**src/rtl/camera_emulator_pkg.sv**
```systemverilog
// camera_emulator_pkg: shared types and constants for the camera link emulator.
// Holds frame states, pattern codes, the colour-bar palette and the LFSR seed.
package camera_emulator_pkg;

    typedef enum logic [2:0] {
        ST_IDLE,
        ST_VSYNC,
        ST_VBACK,
        ST_ACTIVE,
        ST_VFRONT
    } state_e;

    typedef enum logic [1:0] {
        PAT_BARS,
        PAT_SOLID,
        PAT_BLOB,
        PAT_RAMP
    } pat_e;

    localparam logic [15:0] BAR_0 = 16'hFFFF;
    localparam logic [15:0] BAR_1 = 16'hFFE0;
    localparam logic [15:0] BAR_2 = 16'h07FF;
    localparam logic [15:0] BAR_3 = 16'h07E0;
    localparam logic [15:0] BAR_4 = 16'hF81F;
    localparam logic [15:0] BAR_5 = 16'hF800;
    localparam logic [15:0] BAR_6 = 16'h001F;
    localparam logic [15:0] BAR_7 = 16'h0000;

    localparam logic [15:0] LFSR_SEED = 16'hACE1;

    function automatic logic [15:0] bar_color(input logic [2:0] idx);
        logic [15:0] c;
        case (idx)
            3'd0: c = BAR_0;
            3'd1: c = BAR_1;
            3'd2: c = BAR_2;
            3'd3: c = BAR_3;
            3'd4: c = BAR_4;
            3'd5: c = BAR_5;
            3'd6: c = BAR_6;
            3'd7: c = BAR_7;
        endcase
        return c;
    endfunction

    // x^16+x^14+x^13+x^11+1, Fibonacci form
    function automatic logic [15:0] lfsr_step(input logic [15:0] s);
        return {s[0] ^ s[2] ^ s[3] ^ s[5], s[15:1]};
    endfunction

endpackage

```
**src/rtl/camera_emulator_pattern.sv**
```systemverilog
// camera_emulator_pattern: combinational RGB565 test-pattern generator.
// Produces the pixel at (x, y) from the per-frame latched configuration.
module camera_emulator_pattern
    import camera_emulator_pkg::*;
#(
    parameter int H_ACTIVE  = 320,
    parameter int BLOB_HALF = 8
) (
    input  logic [9:0]  x,
    input  logic [8:0]  y,
    input  logic [1:0]  pattern,
    input  logic [15:0] color,
    input  logic [9:0]  blob_x,
    input  logic [8:0]  blob_y,
    input  logic [7:0]  frame_cnt,
    output logic [15:0] pixel
);

    localparam logic signed [10:0] HALF = 11'(BLOB_HALF);

    logic [2:0]         bar_sel;
    logic signed [10:0] dx;
    logic signed [10:0] dy;
    logic               in_blob;

    // bar index = floor(x*8 / H_ACTIVE), found by threshold compares
    always_comb begin
        bar_sel = '0;
        for (int b = 1; b < 8; b++) begin
            if ({x, 3'b000} >= 13'(b * H_ACTIVE)) begin
                bar_sel = 3'(b);
            end
        end
    end

    assign dx = $signed({1'b0, x}) - $signed({1'b0, blob_x});
    assign dy = $signed({2'b00, y}) - $signed({2'b00, blob_y});
    assign in_blob = (dx >= -HALF) && (dx <= HALF) &&
                     (dy >= -HALF) && (dy <= HALF);

    // pattern select
    always_comb begin
        pixel = 16'h0000;
        unique case (pat_e'(pattern))
            PAT_BARS:  pixel = bar_color(bar_sel);
            PAT_SOLID: pixel = color;
            PAT_BLOB:  pixel = in_blob ? color : 16'h0000;
            PAT_RAMP:  pixel = {frame_cnt, x[7:0]};
        endcase
    end

endmodule

```
**src/rtl/camera_emulator.sv**
```systemverilog
// camera_emulator: 8-bit parallel camera transmitter (pclk, vsync, href, RGB565 bytes).
// Define CAMERA_EMULATOR_NOISE_EN to XOR LFSR noise into the blue LSBs of each pixel.
module camera_emulator
    import camera_emulator_pkg::*;
#(
    parameter int H_ACTIVE    = 320,
    parameter int V_ACTIVE    = 240,
    parameter int H_BLANK     = 144,
    parameter int VSYNC_LINES = 3,
    parameter int V_BACK      = 17,
    parameter int V_FRONT     = 10,
    parameter int BLOB_HALF   = 8
) (
    input  logic        clk_in,
    input  logic        rst_in,
    input  logic        enable_in,
    input  logic [1:0]  pattern_in,
    input  logic [15:0] color_in,
    input  logic [9:0]  blob_x_in,
    input  logic [8:0]  blob_y_in,
    output logic        cam_pclk_out,
    output logic        cam_vsync_out,
    output logic        cam_href_out,
    output logic [7:0]  cam_data_out,
    output logic        busy_out,
    output logic        frame_done_out
);

    localparam int LINE_SLOTS = 2 * H_ACTIVE + H_BLANK;
    localparam int SW         = $clog2(LINE_SLOTS);
    localparam logic [SW-1:0] SLOT_LAST = SW'(LINE_SLOTS - 1);
    localparam logic [SW-1:0] HREF_END  = SW'(2 * H_ACTIVE);

    state_e        state_q;
    state_e        nxt_state;
    logic [SW-1:0] slot_q;
    logic [SW-1:0] nxt_slot;
    logic [8:0]    line_q;
    logic [8:0]    nxt_line;
    logic [8:0]    line_last;
    logic          boundary;
    logic          nxt_done;
    logic          nxt_href;
    logic          start;
    logic [1:0]    pat_q;
    logic [15:0]   color_q;
    logic [9:0]    bx_q;
    logic [8:0]    by_q;
    logic [7:0]    frame_cnt;
    logic [15:0]   pat_pix;
    logic [15:0]   pix;
    logic [7:0]    low_q;

    // the edge that drives pclk from 1 to 0 is a slot boundary
    assign boundary = cam_pclk_out;

    // free-running pixel clock at half the system clock
    always_ff @(posedge clk_in or negedge rst_in) begin
        if (!rst_in) cam_pclk_out <= 1'b0;
        else         cam_pclk_out <= ~cam_pclk_out;
    end

    // last line index of the current vertical region
    always_comb begin
        line_last = '0;
        case (state_q)
            ST_VSYNC:  line_last = 9'(VSYNC_LINES - 1);
            ST_VBACK:  line_last = 9'(V_BACK - 1);
            ST_ACTIVE: line_last = 9'(V_ACTIVE - 1);
            ST_VFRONT: line_last = 9'(V_FRONT - 1);
            default:   line_last = '0;
        endcase
    end

    // position of the slot that starts at the coming boundary
    always_comb begin
        nxt_state = state_q;
        nxt_slot  = slot_q;
        nxt_line  = line_q;
        nxt_done  = 1'b0;
        if (state_q == ST_IDLE) begin
            if (enable_in) begin
                nxt_state = ST_VSYNC;
                nxt_slot  = '0;
                nxt_line  = '0;
            end
        end else if (slot_q != SLOT_LAST) begin
            nxt_slot = slot_q + SW'(1);
        end else begin
            nxt_slot = '0;
            if (line_q != line_last) begin
                nxt_line = line_q + 9'd1;
            end else begin
                nxt_line = '0;
                case (state_q)
                    ST_VSYNC:  nxt_state = ST_VBACK;
                    ST_VBACK:  nxt_state = ST_ACTIVE;
                    ST_ACTIVE: nxt_state = ST_VFRONT;
                    ST_VFRONT: begin
                        nxt_done  = 1'b1;
                        nxt_state = enable_in ? ST_VSYNC : ST_IDLE;
                    end
                    default:   nxt_state = ST_IDLE;
                endcase
            end
        end
    end

    assign start    = (nxt_state == ST_VSYNC) &&
                      (state_q == ST_IDLE || state_q == ST_VFRONT);
    assign nxt_href = (nxt_state == ST_ACTIVE) && (nxt_slot < HREF_END);

    camera_emulator_pattern #(
        .H_ACTIVE  (H_ACTIVE),
        .BLOB_HALF (BLOB_HALF)
    ) u_pattern (
        .x         (10'(nxt_slot >> 1)),
        .y         (nxt_line),
        .pattern   (pat_q),
        .color     (color_q),
        .blob_x    (bx_q),
        .blob_y    (by_q),
        .frame_cnt (frame_cnt),
        .pixel     (pat_pix)
    );

`ifdef CAMERA_EMULATOR_NOISE_EN
    logic [15:0] lfsr_q;

    // one LFSR step per emitted pixel
    always_ff @(posedge clk_in or negedge rst_in) begin
        if (!rst_in) begin
            lfsr_q <= LFSR_SEED;
        end else if (boundary && nxt_href && !nxt_slot[0]) begin
            lfsr_q <= lfsr_step(lfsr_q);
        end
    end

    assign pix = pat_pix ^ {14'd0, lfsr_q[1:0]};
`else
    assign pix = pat_pix;
`endif

    // frame FSM, position counters, config latch and frame counter
    always_ff @(posedge clk_in or negedge rst_in) begin
        if (!rst_in) begin
            state_q   <= ST_IDLE;
            slot_q    <= '0;
            line_q    <= '0;
            pat_q     <= '0;
            color_q   <= '0;
            bx_q      <= '0;
            by_q      <= '0;
            frame_cnt <= '0;
        end else if (boundary) begin
            state_q <= nxt_state;
            slot_q  <= nxt_slot;
            line_q  <= nxt_line;
            if (start) begin
                pat_q   <= pattern_in;
                color_q <= color_in;
                bx_q    <= blob_x_in;
                by_q    <= blob_y_in;
            end
            if (nxt_done) frame_cnt <= frame_cnt + 8'd1;
        end
    end

    // registered link outputs, updated only at slot boundaries
    always_ff @(posedge clk_in or negedge rst_in) begin
        if (!rst_in) begin
            cam_vsync_out  <= 1'b0;
            cam_href_out   <= 1'b0;
            cam_data_out   <= '0;
            busy_out       <= 1'b0;
            frame_done_out <= 1'b0;
            low_q          <= '0;
        end else begin
            frame_done_out <= boundary && nxt_done;
            if (boundary) begin
                cam_vsync_out <= (nxt_state == ST_VSYNC);
                cam_href_out  <= nxt_href;
                busy_out      <= (nxt_state != ST_IDLE);
                if (!nxt_href) begin
                    cam_data_out <= '0;
                end else if (!nxt_slot[0]) begin
                    cam_data_out <= pix[15:8];
                    low_q        <= pix[7:0];
                end else begin
                    cam_data_out <= low_q;
                end
            end
        end
    end

endmodule
```
**config.mk**
```make
export PLATFORM = sky130hd
export DESIGN_NAME = camera_emulator
export DESIGN_NICKNAME = d
export VERILOG_FILES = /design/src/rtl/camera_emulator_pkg.sv /design/src/rtl/camera_emulator_pattern.sv /design/src/rtl/camera_emulator.sv
export SDC_FILE = /design/constraint.sdc
export NUM_CORES = 1
export LEC_CHECK = 0
export CAP_MARGIN = 20
export CORE_ASPECT_RATIO = 1.5
export CORE_MARGIN = 4
export CORE_UTILIZATION = 60
export DETAILED_ROUTE_END_ITERATION = 6
export PLACE_DENSITY_LB_ADDON = 0.3
export SYNTH_ARGS = -nofsm -noshare
export SYNTH_HDL_FRONTEND = slang
export SYNTH_SLANG_ARGS = --single-unit
```
**constraint.sdc**
```tcl
create_clock -name clk_in -period 7.1 [get_ports clk_in]
set_input_delay 2.13 -clock clk_in [delete_from_list [all_inputs] [get_ports clk_in]]
set_output_delay 2.13 -clock clk_in [all_outputs]
set_load 0.01 [all_outputs]
```
==> results of run 1 <==
==> cell type report <==
type	count	area [µm²]
Multi-Input combinational cell	466	3460
Clock buffer	11	253
Sequential cell	88	2200
Timing Repair Buffer	61	586
Clock inverter	4	77.6
Inverter	37	139
Fill cell	732	2830
Tap cell	115	144
==> routing by layer <==
metal / share of wire (%) / vias up
met5: 0 / -
met4: 4.3 / 0
li1: - / 2392
met2: 52 / 165
met3: 4.1 / 39
met1: 39 / 2451
==> flip-flops by register name (all words and copies together) (netlist names) <==
register,count
cam_vsync_out,1
cam_pclk_out,1
slot_q,10
bx_q,10
color_q,16
frame_cnt,8
cam_data_out,8
line_q,9
busy_out,1
pat_q,2
low_q,8
cam_href_out,1
frame_done_out,1
by_q,9
state_q,3
==> cell usage in the layout, fill, tap and decap left out, types with 10 or more instances in the layout <==
master	instances
dfrtp_1	88
nand2_1	53
a21oi_1	36
ha_1	21
mux2_2	20
o21ai_0	36
buf_4	10
nor3_1	11
nor2_1	46
xor2_1	10
clkdlybuf4s50_1	51
nand3_1	22
inv_1	34
mux2_4	30
==> power by group <==
part	total, mW	internal (mW)	switching [mW]
clock	0.522	0.327	0.195
sequential	0.626	0.551	0.0748
combinational	0.573	0.255	0.318
==> worst register-to-register path, cell delays in order, from the launching register on <==
cell and delay (ps):
dfrtp_1 790, nor2_1 280, a31o_2 320, a221oi_2 360, a2111oi_2 90, or2_2 380, o21ai_0 350, ha_1 360
or4b_2 690, a221o_1 310, a2bb2oi_1 150, o221ai_1 150, mux2i_1 190, and4b_1 560, and2_1 270, a31o_1 160
==> how the worst max path moves through the flow <==
stage / start / to / depth (start not counted)
after floorplan: enable_in / cam_data_out[5]$_DFFE_PN0P_ / 16
after global placement: enable_in / cam_data_out[0]$_DFFE_PN0P_ / 16
after detailed placement: enable_in / cam_data_out[1]$_DFFE_PN0P_ / 16
after CTS: enable_in / cam_data_out[1]$_DFFE_PN0P_ / 16
after global routing: enable_in / cam_data_out[1]$_DFFE_PN0P_ / 16
final: enable_in / cam_data_out[1]$_DFFE_PN0P_ / 16
==> metrics by stage <==
stage          worst slack (ps)  instance area, µm²
2_1_floorplan              1460                5960
5_1_grt                     461                6860
4_1_cts                     804                6860
3_5_place_dp                445                6530
3_3_place_gp                558                6530
6_report                    788                6860
==> cells by family after synthesis <==
logic type	Yosys count	share of synthesized area, %
flip-flops	88	37.0
AND/OR/NAND/NOR	203	18.0
adder cells (fa/ha/maj)	22	4.75
AO/OA/AOI/OAI	169	20.6
buffers and inverters	69	5.00
XOR/XNOR	17	2.50
multiplexers	55	12.2
==> summary.md, run 1 <==
| Metric | Value |
|---|---|
| Status | completed |
| Clock buffer depth | 2 |
| Slowest cell on crit path | or4_1 |
| GRT overflow | 0 |
| Met3 global-route usage | 3.98% |
| Detailed-router iteration count before antenna repair | 5 |
| Number of synthesized flops with an enable pin | 0 |
| Worst hold endpoint | frame_cnt[7]$_DFFE_PN0P_ |
| Die Wd | 89.3 µm |
| Final Non-Filler Cells | just under 800 |
| Wire per inst | between 15 and 20 µm |
| Mapped Cells | 623 |
| Final Util | 70.8% |
| Synthesized area | 5960 µm² |
| Count leader, synth | dfrtp_1 |
| GRT Total Usage | 26.4% |
| Power Density | 251 nW/µm² |
| CP delay by family, top | compound AO/OA/AOI/OAI gates |
| Power, Total | about 1.7 mW |
| Fin crit share | 88.9% |
| Die area | 11600 µm² |
| Syn Area/Cell | 9.56 µm² |
| Synth top cells by count | dfrtp_1 (88), nand2_1 (53), nor2_1 (46) |
| Vias in the first global route | 5016 |
| Setup TNS | 0 ps |
| Final hold slack | between 400 and 500 ps |
| Maximum vdd drop | 271 µV |
| Worst Hold Class | flip-flop to flip-flop |
| Min cycle time layout | ~6300 ps |
| Cell variety after synth | 88 |
| Number of register bits inferred by synthesis | 88 |
| R2R depth | 15 |
| Site row count | 44 |
| Synth Warn # | 0 |
| Buf/Inv on CP | 3 |
| Final setup fails | 0 |
| Via/cell ratio | 6.45 |
| Core area | 9690 µm² |
| Nets | ~730 |
| CP Class | input pin to flip-flop |
| CTS Buf Count | 9 |
| Worst-Skew Late Latency | 340 ps |
| Max-slew violations | 0 |
| RSZ-0062 raised after global routing | false |
| R2R Setup Slk | 1640 ps |
| Synth top area cells | dfrtp_1 (37%), mux2_4 (7.6%), ha_1 (4.4%) |
| Initial Utilization | 61.5% |
| Die height | 130 µm |
| Met2 usage | 46.3% |
| Largest area contributor in the netlist | dfrtp_1 |
| R2R Path End | cam_data_out[1]$_DFFE_PN0P_ |
| CP max FO | 14 |
| CTS tree | yes |
| Hold Fails Final Rpt | 0 |
| CTS H-Tree Depth | 3 |
| Initial antenna violation count | 0 |
| RR Startpoint | state_q[0]$_DFFE_PN0P_ |
| Via count | 5047 |
| FMAX | 158 MHz |
| Global Route met1 Usage | 30.4% |
| Fraction of registers with async set/reset | 100% |
| Hold Buf Count CTS | 0 |
| Final WL | approximately 15000 µm |
| Post-CTS Setup Inserts | 0 |
| Final ANT Viol Nets | 0 |
| Largest net degree at the start of global routing | 48 |
| Cells after DPL | 767 |
| Max incr delay on CP | ~750 ps |
| First-pass GRT wire length | 23800 µm |
| Area share of the largest cell type after synthesis | around 37% |
| GR peak layer | met2 |
| Clk sink count | 88 |
| GPL Wtd Cong | 0.888 |
| Leak | 3.10 nW |
| Syn Nets | 685 |
| 1st-iter DRT viols | 398 |
| Ports | 53 |
| MaxCap Viol Count | 0 |
| Cts repair resizes | 0 |
| WHS Path Cells | 1 |
| Synth Flop Type | dfrtp_1 |
| Worst-margin pin slew | 980 ps |
| CP startpoint kind | input pin |
| Root buf cell | clkbuf_16 |
| Synth-to-Final Area Change | 15.1% |
| # port buffers | 52 |
| HP Start | frame_cnt[7]$_DFFE_PN0P_ |
| Seq/Total Area, Yosys | a little under two fifths |
| Crit end category | flip-flop |
| Required time of the critical path | 7320 ps |
| Worst Skew | 9.87 ps |
| Max transition margin | 32.8% |
| Crit-path cells | clkdlybuf4s50_1, or4_1, nand2_1, a21oi_1, or2_2, inv_1, ha_1, and2_1, a221oi_1, a21oi_1, a2111oi_0, a2111oi_0, o21bai_1, buf_4, and2_1, a31o_1 |
| Layout cells sized above 1 | 15.9% |
| Data arrival, critical path | between 6000 and 7000 ps |
| # DRC | 0 |
| DP Wirelength | 10900 µm |
| Clk pin slew, worst setup/hold paths | 60 ps |
| Number of diodes | 0 |
(Power assumes the default switching activity.)
==> run 2: changes to the inputs <==
--- a/config.mk
+++ b/config.mk
@@ -5,10 +5,10 @@
 export SDC_FILE = /design/constraint.sdc
 export NUM_CORES = 1
 export LEC_CHECK = 0
-export CAP_MARGIN = 20
 export CORE_ASPECT_RATIO = 1.5
 export CORE_MARGIN = 4
 export CORE_UTILIZATION = 60
+export CTS_CLUSTER_DIAMETER = 100
 export DETAILED_ROUTE_END_ITERATION = 6
 export PLACE_DENSITY_LB_ADDON = 0.3
 export SYNTH_ARGS = -nofsm -noshare
==> results of run 2 <==
No change in the layout: final DEF, timing and power equal those of run 1.
==> run 3: changes to the inputs <==
--- a/config.mk
+++ b/config.mk
@@ -5,9 +5,10 @@
 export SDC_FILE = /design/constraint.sdc
 export NUM_CORES = 1
 export LEC_CHECK = 0
+export ABC_AREA = 1
 export CORE_ASPECT_RATIO = 1.5
 export CORE_MARGIN = 4
-export CORE_UTILIZATION = 60
+export CORE_UTILIZATION = 39
 export CTS_CLUSTER_DIAMETER = 100
 export DETAILED_ROUTE_END_ITERATION = 6
 export PLACE_DENSITY_LB_ADDON = 0.3
==> run 3 against run 2 <==
  * Clock-buffer cell count decreased by 2
  * Clock skew is essentially flat
  * Die area grew 59%
  * Critical endpoint is now low_q[6]$_DFFE_PN0P_
  * Worst setup slack improved by 810 ps
  * Sequential power shrank 20%
  * Global-route usage fell by 7.0 points
  * Routed wire length increased by 18%
  * Synthesized cell count is 54% higher
  * Critical path depth up 6
  * Clock power rose by 2%
  * Final area increased by 7.2%
  * Largest cell class unchanged
==> summary.md, run 3 <==
| Metric | Value |
|---|---|
| Status | completed |
| Ports | 53 (unchanged) |
| Die height | 164 µm (+26%) |
| Met2 Wirelength | 8950 µm (+16%) |
| Metal3 WL | 579 µm (-5.1%) |
| Fin crit share | 77.5% (-11 points) |
| Via/cell ratio | 5.14 (-20%) |
| DP Wirelength | 13100 µm (+21%) |
| Vias in the first global route | 6198 (+24%) |
| Fraction of registers with async set/reset | 100% (unchanged) |
| Leak | 3.84 nW (+24%) |
| Seq/Total Area, Yosys | 34.7% (-2.3 points) |
| Worst Hold Class | flip-flop to flip-flop |
| Area share of the largest cell type after synthesis | 34.7% (-2.3 points) |
| CTS tree | yes |
| Min cycle time layout | 5500 ps (-809 ps) |
| Synth Warn # | 0 (unchanged) |
| CTS Buf Count | 9 (unchanged) |
| Data arrival, critical path | 5750 ps (-790 ps) |
| HP Start | cam_vsync_out$_DFFE_PN0P_ |
| Setup ws final | 1600 ps (+809 ps) |
| R2R Path End | low_q[6]$_DFFE_PN0P_ |
| Hold Fails Final Rpt | 0 (unchanged) |
| R2R depth | 27 (+12) |
| Worst-Skew Late Latency | 350 ps (about the same) |
| Pre-CTS setup slack | 1330 ps (+882 ps) |
| Cell variety after synth | 38 (-57%) |
| Core area | 15800 µm² (+63%) |
| GRT Total Usage | 19.3% (-7.0 points) |
| Commonest non-fill, non-tap cells in the layout | nand2_1 (355), inv_1 (125), dfrtp_1 (88) |
| Synth Flop Type | dfrtp_1 |
| Sw power | 0.234 mW (-60%) |
| 1st-iter DRT viols | 346 (-13%) |
| Die Wd | 112 µm (+26%) |
| Post-CTS Setup Inserts | 0 (unchanged) |
| Number of diodes | 0 (unchanged) |
| First-pass GRT wire length | 28700 µm (+20%) |
| Final WL | 17400 µm (+18%) |
| GPL Wtd Cong | 0.919 (+3.5%) |
| Max transition margin | 43.2% (+10 points) |
| Sw frac | 21.9% (-12 points) |
| Largest area contributor in the netlist | dfrtp_1 |
| # DRC | 0 (unchanged) |
| Met1 wire length | 7130 µm (+23%) |
| Clk sink count | 88 (unchanged) |
| Synth top cells by count | nand2_1 (355), inv_1 (125), dfrtp_1 (88) |
| Crit end category | flip-flop |
| Final ANT Viol Nets | 0 (unchanged) |
| RR Startpoint | state_q[0]$_DFFE_PN0P_ |
| CP max FO | 13 (-1) |
| Number of register bits inferred by synthesis | 88 (unchanged) |
| Root buf cell | clkbuf_16 |
| Synth-to-Final Area Change | 15.6% |
| Synth top area cells | dfrtp_1 (35%), nand2_1 (21%), inv_1 (7.4%) |
| Via count | 6198 (+23%) |
| Fillers | 1668 (+130%) |
| Wire per inst | 14.4 µm (-24%) |
| Mapped Cells | 960 (+54%) |
| Worst-margin pin slew | 851 ps (-130 ps) |
| FMAX | 182 MHz (+15%) |
| Syn Area/Cell | 6.62 µm² (-31%) |
| WHS Path Cells | 1 (unchanged) |
| Nets | 1061 (+46%) |
| RSZ-0062 raised after global routing | false |
| Commonest non-fill, non-tap cell in the layout | nand2_1 |
| # port buffers | 52 (unchanged) |
| Max FFs per register | 16 (unchanged) |
| Synthesized area | 6350 µm² (+6.7%) |
| Hold Buf Count CTS | 0 (unchanged) |
| Initial Utilization | 40.1% (-21 points) |
| Maximum vdd drop | 86.8 µV (-68%) |
| Number of synthesized flops with an enable pin | 0 (unchanged) |
| Setup TNS | 0 ps (unchanged) |
| GRT overflow | 0 (unchanged) |
| Clk pin slew, worst setup/hold paths | 70 ps (about the same) |
| Largest regs | color_q: 16 flops, bx_q: 10 flops, slot_q: 10 flops |
| Detailed-router iteration count before antenna repair | 5 (unchanged) |
| Combinational Power Share | 3.1% (-30 points) |
| Power Density | 145 nW/µm² (-42%) |
| Syn Nets | 1022 (+49%) |
| Site row count | 56 (+27%) |
| R2R Setup Slk | 2670 ps (+1030 ps) |
| Sequential share of power | 46.9% (+10 points) |
| Clock power frac | 50.0% (+20 points) |
| Worst hold endpoint | cam_vsync_out$_DFFE_PN0P_ |
| CP startpoint kind | input pin |
| Clock buffer depth | 2 (unchanged) |
| Cts repair resizes | 0 (unchanged) |
| Worst Skew | 9.40 ps (-0.473 ps) |
| Uppermost routed layer | met4 |
| Largest net degree at the start of global routing | 51 (+6.3%) |
| Required time of the critical path | 7340 ps (+20 ps) |
| Largest Register | color_q |
| Die area | 18400 µm² (+59%) |
| Internal power | 0.833 mW (-26%) |
| MaxCap Viol Count | 0 (unchanged) |
| Count leader, synth | nand2_1 |
| Initial antenna violation count | 0 (unchanged) |
| CTS H-Tree Depth | 3 (unchanged) |
| Max-slew violations | 0 (unchanged) |
| Final setup fails | 0 (unchanged) |
| CP Class | input pin to flip-flop |
| Layout cells sized above 1 | 6.37% (-9.5 points) |
-- run 3: cell types whose count changed in the layout (fill, tap and decap cells not counted), sizes merged, moves of 9 or more --
cell,before,now
mux2,50,0
o22ai,1,12
a21oi,40,12
nand4,7,20
nand2,53,358
o21ai,38,48
nor2,48,87
nand3,22,108
inv,37,133
a211oi,9,0
-- run 3: layout make-up --
cell class | count | area (µm²) | share of cell area (%)
multi-input combinational | 714 | 3530 | 48.0
sequential | 88 | 2200 | 30.0
timing repair buffer | 56 | 548 | 7.46
inverter | 130 | 488 | 6.64
tap | 203 | 254 | 3.46
clock buffer | 9 | 225 | 3.07
clock inverter | 7 | 101 | 1.38
-- run 3: stage by stage --
stage	cell area [µm²]	std cells	utilization (%)	power (mW)	hold WS, ps
after floorplan	6350	960	-	0.511	449
after global placement	7020	1191	44.3	0.545	462
after detailed placement	7020	1191	44.3	0.545	465
after CTS	7350	1207	46.4	1.08	484
after global routing	7350	1207	46.4	1.10	503
final	7350	1207	46.4	1.07	478
-- run 3: logic make-up after synthesis --
| logic type | synth area share, % |
|---|---|
| adder cells (fa/ha/maj) | 4.45 |
| XOR/XNOR | 2.34 |
| buffers and inverters | 9.91 |
| flip-flops | 34.7 |
| AO/OA/AOI/OAI | 7.60 |
| AND/OR/NAND/NOR | 41.0 |
-- run 3: worst max path at each step --
stage	to	start	cells after the start	slack (ps)
after floorplan	cam_data_out[3]$_DFFE_PN0P_	enable_in	23	2340
after global placement	cam_data_out[2]$_DFFE_PN0P_	enable_in	22	1430
after detailed placement	low_q[6]$_DFFE_PN0P_	enable_in	22	1330
after CTS	low_q[7]$_DFFE_PN0P_	enable_in	22	1670
after global routing	cam_data_out[6]$_DFFE_PN0P_	enable_in	22	1250
final	low_q[6]$_DFFE_PN0P_	enable_in	22	1600
-- run 3: worst max-delay path, cell delays in order --
cell and delay (ps):
clkdlybuf4s50_1 470, nor2_1 340, inv_1 300, o22ai_1 340, inv_1 80, ha_1 200, inv_1 120, fa_1 240
inv_1 80, or2_2 270, nand3_1 70, nor2_1 40, o21ai_0 180, nor2_1 60, nand3_1 80, nand2_1 230
nand2_1 140, inv_1 110, nand2_1 80, nand3b_1 70, nand2_1 70, nand2_1 40
-- run 3: per-layer routing --
| layer | vias up | track usage, % |
|---|---|---|
| li1 | 3124 | - |
| met1 | 2886 | 21.5 |
| met2 | 143 | 35.7 |
| met3 | 45 | 2.43 |
| met4 | 0 | 10.2 |
| met5 | - | 0 |
-- run 3: power groups by stage --
stage | clock, mW | combinational (mW) | sequential [mW]
finish | 0.533 | 0.0330 | 0.501
global route | 0.561 | 0.0366 | 0.501
CTS | 0.543 | 0.0342 | 0.501
detailed placement | 0 | 0.0341 | 0.511
global placement | 0 | 0.0338 | 0.511
floorplan | 0 | 0.000156 | 0.511
